==> config.mk <==
export PLATFORM = sky130hd
export DESIGN_NAME = ps2_key_sequencer
export DESIGN_NICKNAME = d
export VERILOG_FILES = /design/src/rtl/ps2_key_sequencer.sv
export SDC_FILE = /design/constraint.sdc
export NUM_CORES = 1
export LEC_CHECK = 0
export ABC_AREA = 1
export CORE_UTILIZATION = 37
export CTS_BUF_LIST = sky130_fd_sc_hd__clkbuf_4
export CTS_CLUSTER_DIAMETER = 120
export DETAILED_ROUTE_END_ITERATION = 7
export PLACE_DENSITY = 0.55
export SYNTH_ARGS = -nofsm -noshare
export SYNTH_HDL_FRONTEND = slang
export SYNTH_SLANG_ARGS = --single-unit
export TNS_END_PERCENT = 1
==> constraint.sdc <==
create_clock -name i_clk -period 3.26 [get_ports i_clk]
set_clock_uncertainty 0.05 [all_clocks]
set_input_delay 0.489 -clock i_clk [delete_from_list [all_inputs] [get_ports i_clk]]
set_output_delay 0.489 -clock i_clk [all_outputs]
set_load 0.01 [all_outputs]
==> src/rtl/ps2_key_sequencer.sv <==
// PS/2 set-2 scan-code sequencer: folds E0/F0 prefixes into 10-bit key events
// and queues them in a small first-word fall-through FIFO with sticky error flags.
module ps2_key_sequencer #(
    parameter int FIFO_DEPTH     = 4,
    parameter int TIMEOUT_CYCLES = 1000000
) (
    input  logic                          i_clk,
    input  logic                          i_rst,
    input  logic                          i_Byte_Valid,
    input  logic [7:0]                    i_Byte,
    input  logic                          i_Pop,
    input  logic                          i_Clear_Flags,
    output logic                          o_Event_Valid,
    output logic [9:0]                    o_Event,
    output logic [$clog2(FIFO_DEPTH):0]   o_Count,
    output logic                          o_Overflow,
    output logic                          o_Protocol_Error,
    output logic                          o_Busy
);

    localparam int AW = $clog2(FIFO_DEPTH);
    localparam int TW = (TIMEOUT_CYCLES > 1) ? $clog2(TIMEOUT_CYCLES) : 1;
    localparam logic [TW-1:0] T_LAST = TW'(TIMEOUT_CYCLES - 1);
    localparam logic [AW:0]   FULL   = (AW + 1)'(FIFO_DEPTH);

    typedef enum logic [1:0] {
        IDLE,
        EXT,
        BRK,
        EXT_BRK
    } state_t;

    state_t        state;
    state_t        state_nx;
    logic [TW-1:0] idle_cnt;
    logic          is_e0;
    logic          is_f0;
    logic          timeout;
    logic          push_req;
    logic          perr_set;
    logic [9:0]    push_ev;
    logic          do_pop;
    logic          do_push;
    logic          ovf_set;

    logic [9:0]    mem [FIFO_DEPTH];
    logic [AW-1:0] wr_ptr;
    logic [AW-1:0] rd_ptr;
    logic [AW:0]   count;

    assign is_e0   = (i_Byte == 8'hE0);
    assign is_f0   = (i_Byte == 8'hF0);
    assign timeout = (state != IDLE) && !i_Byte_Valid && (idle_cnt == T_LAST);

    always_comb begin
        state_nx = state;
        push_req = 1'b0;
        perr_set = 1'b0;
        push_ev  = {2'b00, i_Byte};
        if (i_Byte_Valid) begin
            unique case (state)
                IDLE: begin
                    if (is_e0) begin
                        state_nx = EXT;
                    end else if (is_f0) begin
                        state_nx = BRK;
                    end else begin
                        push_req = 1'b1;
                    end
                end
                EXT: begin
                    if (is_f0) begin
                        state_nx = EXT_BRK;
                    end else if (is_e0) begin
                        perr_set = 1'b1;
                    end else begin
                        push_req = 1'b1;
                        push_ev  = {2'b10, i_Byte};
                        state_nx = IDLE;
                    end
                end
                BRK: begin
                    state_nx = IDLE;
                    if (is_e0 || is_f0) begin
                        perr_set = 1'b1;
                    end else begin
                        push_req = 1'b1;
                        push_ev  = {2'b01, i_Byte};
                    end
                end
                EXT_BRK: begin
                    state_nx = IDLE;
                    if (is_e0 || is_f0) begin
                        perr_set = 1'b1;
                    end else begin
                        push_req = 1'b1;
                        push_ev  = {2'b11, i_Byte};
                    end
                end
            endcase
        end else if (timeout) begin
            state_nx = IDLE;
            perr_set = 1'b1;
        end
    end

    // A pop frees a slot for a same-cycle push, so a full FIFO can stream.
    assign do_pop  = !i_rst && i_Pop && (count != '0);
    assign do_push = !i_rst && push_req && ((count != FULL) || do_pop);
    assign ovf_set = !i_rst && push_req && !do_push;

    always_ff @(posedge i_clk or posedge i_rst) begin
        if (i_rst) begin
            state            <= IDLE;
            idle_cnt         <= '0;
            wr_ptr           <= '0;
            rd_ptr           <= '0;
            count            <= '0;
            o_Overflow       <= 1'b0;
            o_Protocol_Error <= 1'b0;
        end else begin
            state <= state_nx;

            if (i_Byte_Valid || state_nx == IDLE) begin
                idle_cnt <= '0;
            end else begin
                idle_cnt <= idle_cnt + 1'b1;
            end

            if (do_push) begin
                wr_ptr <= wr_ptr + 1'b1;
            end
            if (do_pop) begin
                rd_ptr <= rd_ptr + 1'b1;
            end
            case ({do_push, do_pop})
                2'b10:   count <= count + 1'b1;
                2'b01:   count <= count - 1'b1;
                default: count <= count;
            endcase

            if (ovf_set) begin
                o_Overflow <= 1'b1;
            end else if (i_Clear_Flags) begin
                o_Overflow <= 1'b0;
            end

            if (perr_set) begin
                o_Protocol_Error <= 1'b1;
            end else if (i_Clear_Flags) begin
                o_Protocol_Error <= 1'b0;
            end
        end
    end

    always_ff @(posedge i_clk) begin
        if (do_push) begin
            mem[wr_ptr] <= push_ev;
        end
    end

    assign o_Event_Valid = (count != '0);
    assign o_Event       = o_Event_Valid ? mem[rd_ptr] : 10'h000;
    assign o_Count       = count;
    assign o_Busy        = (state != IDLE);

endmodule

==> flow_summary.yaml <==
final_layout:
  instances_no_fill: 513
  area_growth_pct: 16.39
  insertedDiodeCount: 0
  stdcell_area_um2: 3981
  nNetsFinal: 419
  layout-drive-gt1-share_pct: 12.84
power_and_ir_drop:
  internal-power_mw: 1.665
  p_seq_share_pct: 44.1
  p_sw_uw: 938.7
  p_per_area_nw_per_um2: 653.9
  clkPwrFrac_pct: 18.5
  power_leakage_nw: 1.573
  p_comb_share_pct: 37.4
  swShare_pct: 36.06
  vdd_drop_max_uv: 206.1
drt:
  drc: 4
  viasPerCell: 4.752
  wirelength_um: 7069
  drt_iter0_markers: 129
  dr.pass1.iters: 6
  ant_nets: 0
  vias: 2438
  wire_per_inst_um: 13.78
die:
  ios: 30
  rows: 34
  die_w_um: 98.15
  core_um2: 8848
  initial_utilization_pct: 38.66
  die-height_um: 98.15
  die-area_um2: 9633
critical_path:
  cpMaxStageDelayCell: "dfrtp_1"
  r2r-start: "o_Count[1]$_DFFE_PP0P_"
  cpPeakStageDelay_ps: 600
  reg2reg_slack_ps: 1160
  crit_type: "reg2out"
  r2r_cells: 12
  endpoint_kind: "primary output"
  startpoint: "rd_ptr[0]$_DFFE_PP0P_"
  start_kind: "flop"
  crit_required_ps: 2720
  reg2reg_to: "o_Count[2]$_DFFE_PP0P_"
  cp.depth: 4
  crit_fanout: 21
  endpoint: "o_Event[4]"
  path_buf_inv: 2
  path_cells: "inv_2 -> o21ai_0 -> a21oi_1 -> clkdlybuf4s50_1"
  timing.critical_path.max_delay_family: "buffers and inverters"
  worstPathArrival_ps: 2320
place:
  port_buffers: 29
  dp_hpwl_um: 4866
  post-place-cells: 497
  place_area_um2: 3869
  dp_slack_ps: 612.0
  gp_congestion: 0.7796
timing:
  fmax_mhz: 349.8
  period_needed_ps: 2859
  hold_slack_ps: 450.0
  hold_viol_final: 0
  fin_crit_sh_pct: 87.70
  max_slew_margin_pct: 36.50
  rsz0062_at_grt: "no"
  tns_ps: 0
  slew_violations: 0
  worstMarginPinSlew_ps: 949.6
  setup_ws_ps: 401.0
  setup-violations-final: 0
clock_network:
  insertion_delay_ps: 420
  cts_htree_levels: 3
  clockBufferDepth: 2
  cts.clk_slew.worst_paths_ps: 120
  cts_num_sinks: 71
  numCtsBuffers: 9
  cts_tree: "yes"
  postCtsSetupBuffers: 0
  cts-root-buf: "clkbuf_4"
  ctsHoldBuffers: 0
  ctsResizeCount: 0
worst_hold_path:
  hold_path_class: "reg2reg"
yosys:
  synth_edf_count: 40
  syn_nets: 379
  syn_area_per_cell_um2: 9.502
  async_reset_ff_share_pct: 43.66
  synth_area_um2: 3421
  ys_warn_count: 0
  netlist.top_cell.by_area: "edfxtp_1"
  yosysSeqAreaShare_pct: 57.79
  synthAdderAreaFrac_pct: 2.414
  ys_ff_latch: 71
  synth_top_area_share_pct: 35.11
  yosysMostFrequentCell: "nor2_1"
  synthCells: 360
  synth_compound_area_share_pct: 8.010
  ys_types: 32
  synth_flop_cell: "edfxtp_1"
  muxShareOfSynthArea_pct: 0
  netlist_top_cells_count: "82 x nor2_1, 40 x edfxtp_1, 39 x inv_1"
  synth_top_family_by_area: "simple AND/OR/NAND/NOR gates"
  synthXorXnorAreaFrac_pct: 3.328
  synthTopCellsByArea: "edfxtp_1 35%, dfrtp_1 23%, nor2_1 9.0%"
  synth_simple_gate_area_share_pct: 22.09
global_routing:
  grt_antenna_before_repair: 0
  grt_pass1_wl_um: 11780
  grt_usage_pct: 16.19
  grt_max_degree: 33
  grt-ovfl-total: 0
  grt_pass1_vias: 2393
run_status:
  violations: "DRC"
  status: "finished with violations"
run:
  max-cap-violations: 0
-- registers in the layout, summed over array words and instances (netlist names) --
register / flops
wr_ptr: 2
o_Protocol_Error: 1
o_Count: 3
mem: 40
o_Overflow: 1
rd_ptr: 2
idle_cnt: 20
state: 2
-- layout by cell type (no fill, tap or decap), drive strengths merged --
| master | synthesis | layout |
|---|---|---|
| nor2 | 91 | 91 |
| inv | 46 | 46 |
| edfxtp | 40 | 40 |
| nand2 | 39 | 39 |
| dfrtp | 31 | 31 |
| o21ai | 30 | 30 |
| clkdlybuf4s50 | 0 | 29 |
| nand3 | 17 | 17 |
| a21oi | 13 | 13 |
| nor3 | 11 | 11 |
| xor2 | 10 | 10 |
| clkbuf | 6 | 10 |
| buf | 2 | 8 |
| nand4 | 7 | 7 |
| clkinv | 2 | 6 |
| ha | 5 | 5 |
| xnor2 | 3 | 3 |
| clkinvlp | 0 | 2 |
| o211ai | 2 | 2 |
| a31oi | 1 | 1 |
| o2111ai | 1 | 1 |
| nor4 | 1 | 1 |
| a31o | 1 | 1 |
| fa | 1 | 1 |
-- cell families (layout without fill, tap and decap cells) --
| kind of cell | Yosys count | count (layout) |
|---|---|---|
| AOI/OAI and AO/OA | 48 | 48 |
| adders and majority gates | 6 | 6 |
| and+or+nand+nor | 166 | 166 |
| xor gates and xnor gates | 13 | 13 |
| buffers and inverters | 56 | 101 |
| DFF | 71 | 71 |
-- cell type report --
class | instances | area (um2)
Fill cell | 834 | 4867
Sequential cell | 71 | 1977
Multi-Input combinational cell | 233 | 1226
Timing Repair Buffer | 37 | 350.3
Inverter | 48 | 180.2
Tap cell | 108 | 135.1
Clock buffer | 10 | 75.07
Clock inverter | 6 | 37.54
-- layer usage --
metal | wire (um) | track usage, % | vias up
li1 | - | - | 1259
met5 | 0 | 0 | -
met1 | 3463 | 22.22 | 1122
met3 | 303 | 4.080 | 10
met4 | 122 | 6.659 | 0
met2 | 3180 | 24.54 | 47
-- worst min path at each step --
stage,endpoint,slack [ps],cells after the start,from
6_report,idle_cnt[0]$_DFF_PP0_,450,1,idle_cnt[0]$_DFF_PP0_
5_1_grt,idle_cnt[0]$_DFF_PP0_,470,1,idle_cnt[0]$_DFF_PP0_
4_1_cts,idle_cnt[0]$_DFF_PP0_,450,1,idle_cnt[0]$_DFF_PP0_
3_5_place_dp,idle_cnt[0]$_DFF_PP0_,430,1,idle_cnt[0]$_DFF_PP0_
2_1_floorplan,idle_cnt[0]$_DFF_PP0_,400,1,idle_cnt[0]$_DFF_PP0_
3_3_place_gp,idle_cnt[0]$_DFF_PP0_,420,1,idle_cnt[0]$_DFF_PP0_
-- through the flow --
stage / utilization, % / power, mW
6_report: 44.99 / 2.603
5_1_grt: 44.99 / 2.786
4_1_cts: 44.99 / 2.636
3_5_place_dp: 43.72 / 2.161
3_3_place_gp: 43.72 / 2.143
2_1_floorplan: - / 1.695
-- power by group through the flow --
stage | Sequential, mW | Combinational [mW] | Clock [mW]
finish | 1.15 | 0.974 | 0.481
global route | 1.16 | 1.09 | 0.535
CTS | 1.15 | 0.993 | 0.492
detailed placement | 1.17 | 0.989 | 0
global placement | 1.17 | 0.977 | 0
floorplan | 1.14 | 0.550 | 0
(Power assumes the default switching activity.)
